==> src/rtl/bus_timer_pkg.sv <==
// Shared definitions for the bus_timer peripheral: data width, register offsets and CTRL/STATUS bit positions.
// The optional PWM channel is enabled by defining TIMER_PWM_EN.
package bus_timer_pkg;

    localparam int unsigned DATA_W         = 16;
    localparam int unsigned OFF_W          = 3;
    localparam int unsigned TIMER_NUM_REGS = 6;

    typedef enum logic [OFF_W-1:0] {
        TIMER_CTRL   = 3'd0,
        TIMER_LOAD   = 3'd1,
        TIMER_COUNT  = 3'd2,
        TIMER_PSC    = 3'd3,
        TIMER_STATUS = 3'd4,
        TIMER_CMP    = 3'd5
    } timer_reg_e;

    localparam int unsigned TIMER_EN_BIT = 0;
    localparam int unsigned TIMER_AR_BIT = 1;
    localparam int unsigned TIMER_IE_BIT = 2;
    localparam int unsigned TIMER_IF_BIT = 0;

    typedef struct packed {
        logic ie;
        logic ar;
        logic en;
    } timer_ctrl_t;

    // CTRL register as seen on the bus; unmapped bits read 0
    function automatic logic [DATA_W-1:0] ctrl_to_word(input timer_ctrl_t c);
        logic [DATA_W-1:0] w;
        w               = '0;
        w[TIMER_EN_BIT] = c.en;
        w[TIMER_AR_BIT] = c.ar;
        w[TIMER_IE_BIT] = c.ie;
        return w;
    endfunction

endpackage

==> src/rtl/bus_timer_prescaler.sv <==
// Prescaler for bus_timer: psc_cnt runs 0..psc while enabled and pulses tick on the terminal value.
module timer_prescaler
    import bus_timer_pkg::*;
(
    input  logic              clk,
    input  logic              rst,
    input  logic              en,
    input  logic              clr,
    input  logic [DATA_W-1:0] psc,
    output logic              tick
);

    logic [DATA_W-1:0] r_cnt;
    logic              w_wrap;

    assign w_wrap = (r_cnt == psc);
    assign tick   = en & w_wrap;

    // held at 0 while disabled so a fresh enable always starts a full prescale period
    always_ff @(posedge clk or posedge rst) begin
        if (rst) begin
            r_cnt <= '0;
        end else if (!en || clr || w_wrap) begin
            r_cnt <= '0;
        end else begin
            r_cnt <= r_cnt + DATA_W'(1);
        end
    end

endmodule

==> src/rtl/bus_timer.sv <==
// Memory-mapped 16-bit down-counting timer with level interrupt on underflow (int_timer).
// Defining TIMER_PWM_EN adds the CMP register and the pwm_out output.
module bus_timer
    import bus_timer_pkg::*;
#(
    parameter logic [DATA_W-1:0] BASE_ADDR = 16'hFF10,
    parameter logic [DATA_W-1:0] PSC_RST   = 16'd0
) (
    input  logic              clk,
    input  logic              rst,
    input  logic [DATA_W-1:0] addr,
    input  logic              ctrl,
    input  logic [DATA_W-1:0] wdata,
    output logic [DATA_W-1:0] rdata,
    output logic              sel,
    output logic              int_timer
`ifdef TIMER_PWM_EN
    ,
    output logic              pwm_out
`endif
);

    logic [DATA_W-1:0] r_load;
    logic [DATA_W-1:0] r_count;
    logic [DATA_W-1:0] r_psc;
    timer_ctrl_t       r_ctrl;
    logic              r_if;
    logic              r_int;

    logic [DATA_W-1:0] w_off_full;
    timer_reg_e        w_reg;
    logic              w_wr;
    logic              w_wr_ctrl;
    logic              w_wr_load;
    logic              w_wr_psc;
    logic              w_wr_status;
    logic              w_psc_clr;
    logic              w_tick;
    logic              w_fire;
    logic              w_underflow;

    // address decode
    assign w_off_full = addr - BASE_ADDR;
    assign sel        = (addr >= BASE_ADDR) && (w_off_full < DATA_W'(TIMER_NUM_REGS));
    assign w_reg      = timer_reg_e'(w_off_full[OFF_W-1:0]);

    assign w_wr        = ctrl & sel;
    assign w_wr_ctrl   = w_wr && (w_reg == TIMER_CTRL);
    assign w_wr_load   = w_wr && (w_reg == TIMER_LOAD);
    assign w_wr_psc    = w_wr && (w_reg == TIMER_PSC);
    assign w_wr_status = w_wr && (w_reg == TIMER_STATUS);

    // LOAD writes and EN rising edges restart the prescale period
    assign w_psc_clr = w_wr_load | (w_wr_ctrl & wdata[TIMER_EN_BIT] & ~r_ctrl.en);

    timer_prescaler u_prescaler (
        .clk  (clk),
        .rst  (rst),
        .en   (r_ctrl.en),
        .clr  (w_psc_clr),
        .psc  (r_psc),
        .tick (w_tick)
    );

    // a LOAD write or a CTRL write clearing EN takes precedence over a coincident tick
    assign w_fire      = w_tick & ~w_wr_load & ~(w_wr_ctrl & ~wdata[TIMER_EN_BIT]);
    assign w_underflow = w_fire & (r_count == '0);

`ifdef TIMER_PWM_EN
    logic              w_wr_cmp;
    logic [DATA_W-1:0] r_cmp;
    logic              r_pwm;

    assign w_wr_cmp = w_wr && (w_reg == TIMER_CMP);
    assign pwm_out  = r_pwm;

    always_ff @(posedge clk or posedge rst) begin
        if (rst) begin
            r_cmp <= '0;
            r_pwm <= 1'b0;
        end else begin
            if (w_wr_cmp) begin
                r_cmp <= wdata;
            end
            r_pwm <= (r_count < r_cmp) & r_ctrl.en;
        end
    end
`endif

    // read mux
    always_comb begin
        rdata = '0;
        if (sel) begin
            case (w_reg)
                TIMER_CTRL:   rdata = ctrl_to_word(r_ctrl);
                TIMER_LOAD:   rdata = r_load;
                TIMER_COUNT:  rdata = r_count;
                TIMER_PSC:    rdata = r_psc;
                TIMER_STATUS: rdata = {{(DATA_W-1){1'b0}}, r_if};
`ifdef TIMER_PWM_EN
                TIMER_CMP:    rdata = r_cmp;
`endif
                default:      rdata = '0;
            endcase
        end
    end

    // configuration registers
    always_ff @(posedge clk or posedge rst) begin
        if (rst) begin
            r_load <= '0;
            r_psc  <= PSC_RST;
            r_ctrl <= '0;
        end else begin
            if (w_wr_load) begin
                r_load <= wdata;
            end
            if (w_wr_psc) begin
                r_psc <= wdata;
            end
            if (w_wr_ctrl) begin
                r_ctrl.en <= wdata[TIMER_EN_BIT];
                r_ctrl.ar <= wdata[TIMER_AR_BIT];
                r_ctrl.ie <= wdata[TIMER_IE_BIT];
            end else if (w_underflow && !r_ctrl.ar) begin
                r_ctrl.en <= 1'b0;
            end
        end
    end

    // down counter: reload on auto-reload underflow, park at 0 for one-shot
    always_ff @(posedge clk or posedge rst) begin
        if (rst) begin
            r_count <= '0;
        end else if (w_wr_load) begin
            r_count <= wdata;
        end else if (w_fire) begin
            if (r_count != '0) begin
                r_count <= r_count - DATA_W'(1);
            end else if (r_ctrl.ar) begin
                r_count <= r_load;
            end
        end
    end

    // interrupt flag; a new underflow beats a simultaneous W1C
    always_ff @(posedge clk or posedge rst) begin
        if (rst) begin
            r_if  <= 1'b0;
            r_int <= 1'b0;
        end else begin
            if (w_underflow) begin
                r_if <= 1'b1;
            end else if (w_wr_status && wdata[TIMER_IF_BIT]) begin
                r_if <= 1'b0;
            end
            r_int <= r_if & r_ctrl.ie;
        end
    end

    assign int_timer = r_int;

endmodule

==> config.mk <==
export PLATFORM = sky130hd
export DESIGN_NAME = bus_timer
export DESIGN_NICKNAME = d
export VERILOG_FILES = /design/src/rtl/bus_timer_pkg.sv /design/src/rtl/bus_timer_prescaler.sv /design/src/rtl/bus_timer.sv
export SDC_FILE = /design/constraint.sdc
export NUM_CORES = 1
export LEC_CHECK = 0
export BUFFER_PORTS_ARGS = -buffer_cell sky130_fd_sc_hd__buf_4
export CORE_MARGIN = 2
export CORE_UTILIZATION = 35
export CTS_CLUSTER_SIZE = 12
export DETAILED_ROUTE_END_ITERATION = 7
export PLACE_DENSITY_LB_ADDON = 0.25
export SLEW_MARGIN = 20
export SYNTH_ARGS = -nofsm -noshare
export SYNTH_HDL_FRONTEND = slang
export SYNTH_SLANG_ARGS = --single-unit
==> constraint.sdc <==
create_clock -name clk -period 2.9 [get_ports clk]
set_input_delay 0.145 -clock clk [delete_from_list [all_inputs] [get_ports clk]]
set_output_delay 0.145 -clock clk [all_outputs]
set_load 0.01 [all_outputs]
== After elaboration in Yosys (flattened, before gate mapping) ==
Index checks and enable logic that the tools add are counted.

* Add/sub/neg operators: 3
* Multipliers: 0
* Div/mod/pow operators: 0
* $lt $le $gt $ge: 2
* Equal/unequal tests: 5
* Shift operators: 0
* Multiplexer cells: 11
* Bitwise operators: 14
* Reduce and logical (&&, ||, !) cells: 19

{| class="wikitable"
|+ Operator list
! cell !! count
|-
| 2-to-1 mux 16 bit || 6
|-
| case mux 16 bit (5 select lines) || 1
|-
| adder 16 x 1 -> 16 bit (second input constant) || 1
|-
| equality test 16 bit || 1
|-
| greater-or-equal comparator 16 bit (second input constant) || 1
|-
| zero test 16 bit || 1
|-
| < comparator 16 x 3 -> 1 bit (second input constant) || 1
|-
| nonzero test 16 bit || 1
|-
| subtractor 16 x 1 -> 16 bit (second input constant) || 1
|-
| subtractor 16 bit (second input constant) || 1
|-
| AND 1 bit || 9
|-
| logical AND 1 bit || 7
|-
| equality test 3 x 2 -> 1 bit (second input constant) || 2
|-
| nonzero test 2 bit || 3
|-
| 2-to-1 mux 1 bit || 4
|-
| inverter 1 bit || 4
|-
| equality test 3 x 1 -> 1 bit (second input constant) || 1
|-
| equality test 3 bit (second input constant) || 1
|-
| zero test 3 bit || 1
|-
| nonzero test 3 bit || 1
|-
| zero test 1 bit || 2
|-
| logical OR 1 bit || 2
|-
| AND reduction 2 bit || 1
|-
| OR 1 bit || 1
|}

* Register bits: 69
* Latch bits: 0
* Memory bits (writable): 0
* Memory bits (read-only): 0
* Output and inout port bits: 18
* Logic and storage cells: 63
* Memories: 0

== Logic depth before layout (Yosys ltp) ==
Gate-level depths: netlist (run 1).

* Word-level depth: 12
* Gate-level depth with buffers: 9

== Modules after synthesis ==
Synthesis (run 1) repeated with hierarchy kept, for this count alone.

* Cell total of the unflattened synthesis: 425
* Area total of the unflattened synthesis: 4393.0 um^2

{| class="wikitable"
|+ By module, submodules not included
! module !! times used !! cells each !! area each (um^2)
|-
| bus_timer || 1 || 323 || 3374.5
|-
| timer_prescaler || 1 || 102 || 1018.5
|}

== Worst setup path after synthesis (run 1) ==
Ideal clock, no wire load.

* Path type: register -> register
* From: register r_count[0]
* To: register r_count[4]
* Setup time: 118 ps
* Arrival time: 2161 ps
* Slack: 621 ps
* Stages on the path, launching flop included: 9
* Buffers on the path: 0
* Clock period less this slack: 2279 ps
* Path through: dfrtp_1 > inv_1 > ha_1 > or4b_2 > nor4_4 > a21bo_1 > nor3_4 > a32o_1 > a21o_1

* Word-level cells in the longest chain between the ends: 4
* Elaborated cells on any way between the ends: 7

{| class="wikitable"
|+ Ends and longest elaborated chain
! what !! RTL line !! text
|-
| start: declaration || bus_timer.sv:24 || <nowiki>logic [DATA_W-1:0] r_count;</nowiki>
|-
| start signal: assignment || bus_timer.sv:136 || <nowiki>r_count <= wdata;</nowiki>
|-
| start signal: assignment || bus_timer.sv:139 || <nowiki>r_count <= r_count - DATA_W'(1);</nowiki>
|-
| start signal: assignment || bus_timer.sv:141 || <nowiki>r_count <= r_load;</nowiki>
|-
| subtractor 16 x 1 -> 16 bit / nonzero test 16 bit (equally long branches) || bus_timer.sv:139, bus_timer.sv:138 ||
|-
| 2-to-1 mux 16 bit || bus_timer.sv:138 || <nowiki>if (r_count != '0) begin</nowiki>
|-
| 2-to-1 mux 16 bit || bus_timer.sv:137 || <nowiki>end else if (w_fire) begin</nowiki>
|-
| 2-to-1 mux 16 bit || bus_timer.sv:135 || <nowiki>end else if (w_wr_load) begin</nowiki>
|}

Parallel ways exist; a longest one is shown, timed or not. The select of a mux whose other input is x is not followed.
A chain may end at the register's enable or synchronous reset.

== Worst setup path in the final report (run 1) ==
Same ends and word-level chain as after synthesis.

==> flow_metrics.env, run 1 <==
export IMPL_outcome="complete, no violations"
export IMPL_min_delay_worst_endpoint="r_load[9]"
export IMPL_maxSlewHeadroom_pct=48.2
export IMPL_cts_setup_buffers=0
export IMPL_grtUsageTotal_pct=18.5
export IMPL_synth_nets=481
export IMPL_drv_cap=0
export IMPL_root_buffer="clkbuf_16"
export IMPL_worst_r2r_setup_slack_ps=410
export IMPL_finalSetupViolCount=0
export IMPL_dpl_worst_slack_ps=416
export IMPL_synth_area_leaders="dfrtp_1, nand2_1, mux2i_1"
export IMPL_clock_latency_ps=340
export IMPL_end_kind="flip-flop"
export IMPL_synth_most_common_cell="nand2_1"
export IMPL_hp_class="input pin to flip-flop"
export IMPL_worstMarginPinSlew_ps=776
export IMPL_hold_depth=3
export IMPL_clock_fmax_mhz=402
export IMPL_place_port_buffers=52
export IMPL_synthesis_area_mm2=0.00414
export IMPL_synth_cell_type_count=53
export IMPL_hold_viol_final=0
export IMPL_syn_area_per_cell_um2=9.35
export IMPL_overflow=0
export IMPL_leakage_nw=2.41
export IMPL_r2r_end="r_count[4]"
export IMPL_finalMaxSlewViolations=0
export IMPL_grt_max_degree=36
export IMPL_synthTopCellsByCount="nand2_1, dfrtp_1, nor2_1"
export IMPL_synth_top_area_share_pct=41.7
export IMPL_crit_buf_inv=2
export IMPL_critical_path_cell_chain="inv_1, ha_1, or4b_2, nor4_4, a21bo_1, nor3_4, buf_4, a32o_1, a21o_1"
export IMPL_die_area_mm2=0.0127
export IMPL_rsz0062_at_grt="no"
export IMPL_vias=3414
export IMPL_start_util_pct=36.1
export IMPL_die_h_um=113
export IMPL_cts_resized=0
export IMPL_clkTransAtPathRegs_ps=60
export IMPL_syn_to_final_growth_pct=20.7
export IMPL_yosysTopAreaCell="dfrtp_1"
export IMPL_reg2reg_depth=9
export IMPL_clockBufferDepth=2
export IMPL_dp_hpwl_mm=8.32
export IMPL_synth_seq_cells=69
export IMPL_fp_row_count=39
export IMPL_cp_slowest_stage_delay_ps=620
export IMPL_cts_htree_levels=3
export IMPL_cp_startpoint="r_count[0]"
export IMPL_crit_arrival_ps=2720
export IMPL_drc=0
export IMPL_fin_crit_ps=2490
export IMPL_worstPathRequired_ps=3130
export IMPL_wl_per_cell_um=17.5
export IMPL_ys_warn_count=0
export IMPL_skew_ps=5.97
export IMPL_dr_pass1_iters=4
export IMPL_power_density_mw_per_mm2=448
export IMPL_antenna_found_initial=0
export IMPL_place_gp_congestion=0.877
export IMPL_hp_start="wdata[9]"
export IMPL_crit_fanout=16
export IMPL_r2r_start="r_count[0]"
export IMPL_post_route_period_util_pct=85.8
export IMPL_fin_ws_ps=410
export IMPL_die_w_um=113
export IMPL_vdd_drop_max_mv=0.237
export IMPL_ant_nets=0
export IMPL_grt_pass1_vias=3392
export IMPL_synthArstFlopShare_pct=100
export IMPL_avgViaCountPerCell=5.28
export IMPL_cp_top_family="simple AND/OR/NAND/NOR gates"
export IMPL_startpoint_type="flip-flop"
export IMPL_synthFlopType="dfrtp_1"
export IMPL_synth_edff_count=0
export IMPL_crit_slowest_cell="or4b_2"
export IMPL_hold_buffers=1
export IMPL_cts_buffers=9
export IMPL_ioPinCount=53
export IMPL_fillers=1135
export IMPL_drive_above_1_share_pct=22.3
export IMPL_cts_tree="yes"
export IMPL_drt_wl_total_mm=11.3
export IMPL_final_setup_tns_ps=0
export IMPL_final_nets=536
export IMPL_clock_sinks=69
export IMPL_worst_path_stages=9
export IMPL_core_area_mm2=0.0115
export IMPL_drtIter0Drc=169
export IMPL_worstSetupPathType="flip-flop to flip-flop"
export IMPL_synthesis_instances=443
export IMPL_grt_pass1_wl_mm=18.2
export IMPL_insertedDiodeCount=0
export IMPL_synth_yosys_seq_area_share_pct=41.7
[power by group]
part           switching [mW]  leakage, nW  internal [mW]
Clock                   0.450        0.139          0.672
Combinational          0.0816         1.31         0.0655
Sequential            0.00379        0.954          0.965
[flip-flops by register name (all words and copies together), names as in the netlist]
name / flops
r_count: 16
r_load: 16
r_psc: 16
u_prescaler.r_cnt: 16
r_ctrl: 3
int_timer: 1
r_if: 1
[worst max path at each step]
| stage | endpoint | slack, ps |
|---|---|---|
| global route | r_count[15] | 280 |
| floorplan | r_count[4] | 620 |
| finish | r_count[4] | 410 |
| detailed placement | r_count[4] | 420 |
| CTS | r_count[4] | 400 |
| global placement | r_count[4] | 480 |
[metal layers]
metal	global-route usage [%]	up-vias	wire [um]
met5	0	-	0
met4	8.13	0	303
met3	3.37	16	645
met2	28.4	95	5250
met1	25.7	1654	5130
li1	-	1649	-
[placed cells by master, fill, tap and decap left out, drive strengths merged, types with 3 or more instances in the layout]
master	netlist	layout
ha	3	3
or4	5	5
nand3b	3	3
nor4	9	9
nand4	3	3
mux4	3	3
nand2	76	76
mux2i	25	25
nor2	51	51
and3	7	7
xor2	25	25
or3	7	7
inv	8	9
nor2b	5	5
dfrtp	69	69
nor3	11	11
mux2	18	18
o21ai	30	30
nand3	9	9
buf	11	62
a21oi	22	22
xnor2	11	11
clkbuf	8	10
[logic make-up (layout without fill, tap and decap cells)]
family	Yosys count	in the layout	synth area share, %
muxes	46	46	13.5
and+or+nand+nor	196	196	23.8
DFF	69	69	41.7
AOI/OAI and AO/OA	66	66	9.15
adders and majority gates	3	3	0.906
xor gates and xnor gates	36	36	7.61
buffers and inverters	27	87	3.38
[cell type report]
class | instances | area (um^2) | area share [%]
inverters | 8 | 30.0 | 0.601
repair buffers | 63 | 488 | 9.76
clock inverters | 6 | 71.3 | 1.43
clock buffers | 10 | 229 | 4.58
flip-flops and latches | 69 | 1730 | 34.5
multi-input cells | 347 | 2280 | 45.5
well taps | 143 | 179 | 3.58
[worst min-delay path, stage by stage]
cell	delay [ps]
buf_4	90
nand2_1	50
nand2_1	50
[through the flow]
| step | hold slack [ps] | instances | utilization (%) | cell area [um^2] | total power [mW] |
|---|---|---|---|---|---|
| 2_1_floorplan | 250 | 443 | - | 4140 | 1.06 |
| 3_5_place_dp | 344 | 629 | 40.9 | 4690 | 1.13 |
| 6_report | 36.0 | 646 | 43.6 | 5000 | 2.24 |
| 4_1_cts | 32.7 | 646 | 43.6 | 5000 | 2.26 |
| 3_3_place_gp | 337 | 629 | 40.9 | 4690 | 1.13 |
| 5_1_grt | 41.4 | 646 | 43.6 | 5000 | 2.32 |
(Power assumes the default switching activity.)
==> run 2, diff against run 1 <==
clock period = 2.5 ns   (was 2.9 ns; I/O delays follow)
==> run 2 against run 1 <==
Compared with the run above: register-to-register slack lost 220 ps; clock power grew 20%; count of clock-buffer cells in the layout did not move; critical path depth decreased by 2; sequential share of layout area shrank 1.0 points; fmax rose by 7.8%; sequential power is 16% higher; clock skew grew 1.4 ps; core utilization is 1.3 points higher; non-clock buffer count up 14; flip-flop and latch count is the same; combinational power grew 20%; critical path type unchanged; highest routed layer unchanged.
==> flow_metrics.env, run 2 (synthesis gave the netlist of run 1 again) <==
export IMPL_vias=3486
export IMPL_insertedDiodeCount=0
export IMPL_grtUsageTotal_pct=18.7
export IMPL_cts_tree="yes"
export IMPL_crit_fanout=16
export IMPL_fp_row_count=39
export IMPL_clkTransAtPathRegs_ps=60
export IMPL_maxSlewHeadroom_pct=59.4
export IMPL_antenna_found_initial=0
export IMPL_final_common_cell="nand2_1"
export IMPL_core_area_mm2=0.0115
export IMPL_holdWs_ps=17.4
export IMPL_dp_hpwl_mm=8.67
export IMPL_finalSetupViolCount=0
export IMPL_finalMaxSlewViolations=0
export IMPL_grt_max_degree=70
export IMPL_drive_above_1_share_pct=24.8
export IMPL_hp_class="input pin to flip-flop"
export IMPL_place_port_buffers=52
export IMPL_vdd_drop_max_mv=0.276
export IMPL_cts_htree_levels=3
export IMPL_hold_viol_final=0
export IMPL_wl_per_cell_um=17.8
export IMPL_grt_pass1_wl_mm=18.6
export IMPL_totalPowerFinal_mw=2.64
export IMPL_clock_latency_ps=340
export IMPL_overflow=0
export IMPL_rsz0062_at_grt="no"
export IMPL_fin_crit_ps=2310
export IMPL_cts_buffers=9
export IMPL_worstSetupPathType="flip-flop to flip-flop"
export IMPL_die_w_um=113
export IMPL_die_h_um=113
export IMPL_crit_arrival_ps=2530
export IMPL_die_area_mm2=0.0127
export IMPL_dr_pass1_iters=4
export IMPL_start_util_pct=36.1
export IMPL_startpoint_type="flip-flop"
export IMPL_grt_pass1_vias=3514
export IMPL_fillers=1118
export IMPL_outcome="complete, no violations"
export IMPL_avgViaCountPerCell=5.28
export IMPL_fin_ws_ps=190
export IMPL_power_density_mw_per_mm2=512
export IMPL_final_setup_tns_ps=0
export IMPL_worstPathRequired_ps=2720
export IMPL_final_nets=550
export IMPL_drc=0
export IMPL_dpl_worst_slack_ps=117
export IMPL_layout_common_cells="nand2_1, buf_4, dfrtp_1, nor2_1"
export IMPL_skew_ps=7.39
export IMPL_ant_nets=0
export IMPL_worstMarginPinSlew_ps=608
export IMPL_clock_fmax_mhz=433
export IMPL_ioPinCount=53
export IMPL_drt_wl_total_mm=11.8
export IMPL_clock_sinks=69
export IMPL_place_gp_congestion=0.872
export IMPL_clockBufferDepth=2
export IMPL_end_kind="flip-flop"
export IMPL_drv_cap=0
export IMPL_root_buffer="clkbuf_16"
export IMPL_drtIter0Drc=149
export IMPL_leakage_nw=2.50
export IMPL_post_route_period_util_pct=92.4
export IMPL_syn_to_final_growth_pct=24.3
[run 2: area by class of cell]
| cell class | instances | area [um^2] | area share [%] |
|---|---|---|---|
| multi-input cells | 347 | 2280 | 44.4 |
| flip-flops and latches | 69 | 1730 | 33.5 |
| repair buffers | 77 | 622 | 12.1 |
| clock buffers | 10 | 239 | 4.64 |
| well taps | 143 | 179 | 3.47 |
| clock inverters | 6 | 70.1 | 1.36 |
| inverters | 8 | 30.0 | 0.583 |
[run 2: final timing paths]
kind / from / cells after the start / endpoint / slack [ps]
max in group asynchronous: rst / 4 / r_count[4] / 1760
min in group asynchronous: rst / 4 / u_prescaler.r_cnt[11] / 420
setup / recovery: r_count[10] / 7 / r_count[4] / 190
setup reg to reg: r_count[10] / 7 / r_count[4] / 190
hold reg to reg: r_ctrl[2] / 1 / int_timer / 510
hold / removal: wdata[6] / 3 / r_load[6] / 20
[run 2: metrics by stage]
step	utilization (%)	instances	area, um^2
detailed placement	41.9	643	4810
finish	44.9	660	5150
global placement	41.9	643	4810
global route	44.9	660	5150
floorplan	-	443	4140
CTS	44.7	660	5130
[run 2: worst max-delay path: stages (launching register included)]
cell	delay, ps
dfrtp_1	420
or4_1	650
nor4_4	320
a21bo_1	210
nor3_4	70
buf_12	160
a32o_1	220
a21o_1	150
[run 2: metal layers]
layer | vias up | track usage (%) | wire [um]
met1 | 1708 | 24.2 | 5350
li1 | 1678 | - | -
met5 | - | 0 | 0
met2 | 81 | 31.9 | 5660
met4 | 0 | 6.75 | 283
met3 | 19 | 2.89 | 458
[run 2: power breakdown]
group | internal, mW | switching, mW | total (mW)
registers | 1.12 | 0.00263 | 1.12
logic | 0.0784 | 0.0980 | 0.176
clock network | 0.805 | 0.533 | 1.34
total | 2.00 | 0.634 | 2.64
[run 2: timing repair]
item	4_1_cts	5_1_grt
endpoints found under the hold margin	69	0
setup endpoints to repair	0	5
hold buffers	1	0
resized for setup	0	3
setup buffers	0	1
==> run 3, diff against run 2 <==
CAP_MARGIN = 20   (was unset)
CTS_BUF_LIST = sky130_fd_sc_hd__clkbuf_8   (was unset)
SYNTH_HIERARCHICAL = 1   (was unset)
==> run 3 against run 2 <==
Compared with the run above: flip-flop and latch count stayed put; global-route usage is 0.70 points lower; fmax is 1.1% higher; critical path depth is 1 higher; clock power is 29% lower; sequential power hardly changed; combinational power is 12% lower; hold slack better by 4.3 ps; count of clock-buffer cells in the layout is 1 higher; die area is 5.8% higher; worst setup slack better by 26 ps; cell count is 0.76% higher; highest routed layer unchanged.
==> flow_metrics.env, run 3 <==
export IMPL_switchingPower_mw=0.532
export IMPL_drt_wl_total_mm=11.4
export IMPL_vdd_drop_max_mv=0.220
export IMPL_drc=0
export IMPL_clock_sinks=69
export IMPL_synth_top_area_share_pct=39.3
export IMPL_synth_most_common_cell="dfrtp_1"
export IMPL_rsz0062_at_grt="no"
export IMPL_syn_area_per_cell_um2=10.3
export IMPL_skew_ps=9.18
export IMPL_fillers=1202
export IMPL_grtUsageTotal_pct=18.0
export IMPL_min_delay_worst_endpoint="r_psc[7]"
export IMPL_reg2reg_depth=8
export IMPL_crit_arrival_ps=2520
export IMPL_post_route_period_util_pct=91.4
export IMPL_synth_edff_count=0
export IMPL_synthFlopType="dfrtp_1"
export IMPL_leakage_nw=2.37
export IMPL_ant_nets=0
export IMPL_die_w_um=116
export IMPL_cts_htree_levels=3
export IMPL_grt_max_degree=49
export IMPL_overflow=0
export IMPL_clockBufferDepth=2
export IMPL_r2r_end="r_count[13]"
export IMPL_drive_above_1_share_pct=33.4
export IMPL_finalSetupViolCount=0
export IMPL_finalMaxSlewViolations=0
export IMPL_hp_start="wdata[7]"
export IMPL_seqPwrFrac_pct=50.3
export IMPL_synth_cell_type_count=62
export IMPL_vias=3507
export IMPL_avgViaCountPerCell=5.27
export IMPL_synthesis_area_mm2=0.00439
export IMPL_end_kind="flip-flop"
export IMPL_grt_pass1_wl_mm=18.6
export IMPL_core_area_mm2=0.0121
export IMPL_dp_hpwl_mm=8.19
export IMPL_clock_latency_ps=350
export IMPL_cts_buffers=9
export IMPL_worstPathRequired_ps=2730
export IMPL_fp_row_count=40
export IMPL_layout_common_cells="buf_4, dfrtp_1, nor2_1, mux2_2, xnor2_1"
export IMPL_startpoint_type="flip-flop"
export IMPL_synthTopCellsByCount="dfrtp_1, nor2_1, mux2_2"
export IMPL_clkTransAtPathRegs_ps=80
export IMPL_die_h_um=116
export IMPL_drtIter0Drc=153
export IMPL_synth_area_leaders="dfrtp_1, mux2_2, xnor2_1"
export IMPL_worst_r2r_setup_slack_ps=220
export IMPL_ioPinCount=53
export IMPL_die_area_mm2=0.0135
export IMPL_clock_fmax_mhz=438
export IMPL_utilization_pct=44.0
export IMPL_p_int_mw=1.69
export IMPL_outcome="complete, no violations"
export IMPL_hold_depth=2
export IMPL_maxSlewHeadroom_pct=58.3
export IMPL_final_cells=665
export IMPL_drv_cap=0
export IMPL_start_util_pct=36.3
export IMPL_place_gp_congestion=0.781
export IMPL_synthesis_instances=425
export IMPL_place_port_buffers=52
export IMPL_final_common_cell="buf_4"
export IMPL_synth_seq_cells=69
export IMPL_crit_fanout=5
export IMPL_fin_crit_ps=2280
export IMPL_syn_to_final_growth_pct=21.3
export IMPL_comb_power_share_pct=6.9
export IMPL_yosysTopAreaCell="dfrtp_1"
export IMPL_worstMarginPinSlew_ps=625
export IMPL_dr_pass1_iters=5
export IMPL_cts_setup_buffers=0
export IMPL_pwr_share_clk_pct=42.8
export IMPL_holdWs_ps=21.6
export IMPL_cts_tree="yes"
export IMPL_place_inst=648
export IMPL_final_setup_tns_ps=0
export IMPL_grt_pass1_vias=3502
export IMPL_root_buffer="clkbuf_8"
export IMPL_ys_warn_count=6
export IMPL_antenna_found_initial=0
export IMPL_wl_per_cell_um=17.2
export IMPL_synth_nets=463
export IMPL_hp_class="input pin to flip-flop"
export IMPL_switching_share_pct=23.9
export IMPL_synth_yosys_seq_area_share_pct=39.3
export IMPL_worstSetupPathType="flip-flop to flip-flop"
export IMPL_r2r_start="u_prescaler/r_cnt[12]"
export IMPL_insertedDiodeCount=0
export IMPL_power_density_mw_per_mm2=417
export IMPL_hold_viol_final=0
export IMPL_synthArstFlopShare_pct=100
export IMPL_final_nets=530
-- run 3: changes by cell type in the layout (fill, tap and decap cells not counted), sizes merged, moves of 6 or more --
cell	before	now
nand2	76	14
mux2	18	53
o21ai	30	5
xnor2	11	28
xor2	25	10
a22oi	0	13
nor3	11	22
mux2i	25	16
nand4	3	12
nor2	51	45
or3	7	1
-- run 3: worst max-delay path by stage --
stage,to,start,slack [ps],cells past startpoint
after floorplan,r_count[13],u_prescaler/r_cnt[5],7,8
after global placement,r_psc[9],addr[6],100,8
after detailed placement,r_psc[11],addr[6],40,8
after CTS,rdata[14],addr[6],140,8
after global routing,r_count[10],u_prescaler/r_cnt[12],10,9
final,r_count[13],u_prescaler/r_cnt[12],220,8
-- run 3: logic make-up after synthesis --
kind of cell               synth area share, %
and+or+nand+nor                           19.7
muxes                                     19.6
DFF                                       39.3
AOI/OAI and AO/OA                         9.34
xor gates and xnor gates                  7.58
buffers and inverters                     3.62
adders and majority gates                0.855
-- run 3: repair_timing --
action | CTS | global route
hold endpoints to repair | 41 | 0
hold buffers | 1 | 0
resized for setup | 0 | 1
endpoints found under the setup margin | 0 | 1
-- run 3: stage by stage --
stage	power [mW]	instance area [um^2]	worst slack (ps)
after floorplan	1.21	4390	6.68
after CTS	2.26	5320	135
after detailed placement	1.29	5110	39.9
after global routing	2.32	5330	9.62
final	2.22	5330	216
after global placement	1.29	5110	102
-- run 3: power by group through the flow --
stage	combinational (mW)	sequential (mW)	clock, mW
floorplan	0.0665	1.14	0
finish	0.154	1.12	0.951
detailed placement	0.153	1.14	0
global route	0.170	1.12	1.03
CTS	0.155	1.12	0.985
global placement	0.151	1.14	0
-- run 3: critical path, cell delays in order (launching register included) --
cell and delay, ps:
dfrtp_1 450, xnor2_1 240, nand4_1 180, nor4_4 250, and2_1 200, o21ai_1 90, a21oi_2 170, mux2_1 330
mux2_2 260
-- run 3: cell type report --
class | instances | area, um^2 | share of cell area [%]
multi-input combinational | 322 | 2510 | 47.2
sequential | 69 | 1730 | 32.4
timing repair buffer | 79 | 633 | 11.9
tap | 168 | 210 | 3.95
clock buffer | 11 | 151 | 2.84
clock inverter | 5 | 51.3 | 0.963
inverter | 11 | 41.3 | 0.775
-- run 3: routing by layer --
layer / global-route usage, % / part of all wire, % / vias up
met2: 27.9 / 45 / 94
met3: 3.35 / 4.9 / 12
met1: 25.4 / 48 / 1715
met4: 6.19 / 2.0 / 0
li1: - / - / 1686
met5: 0 / 0 / -
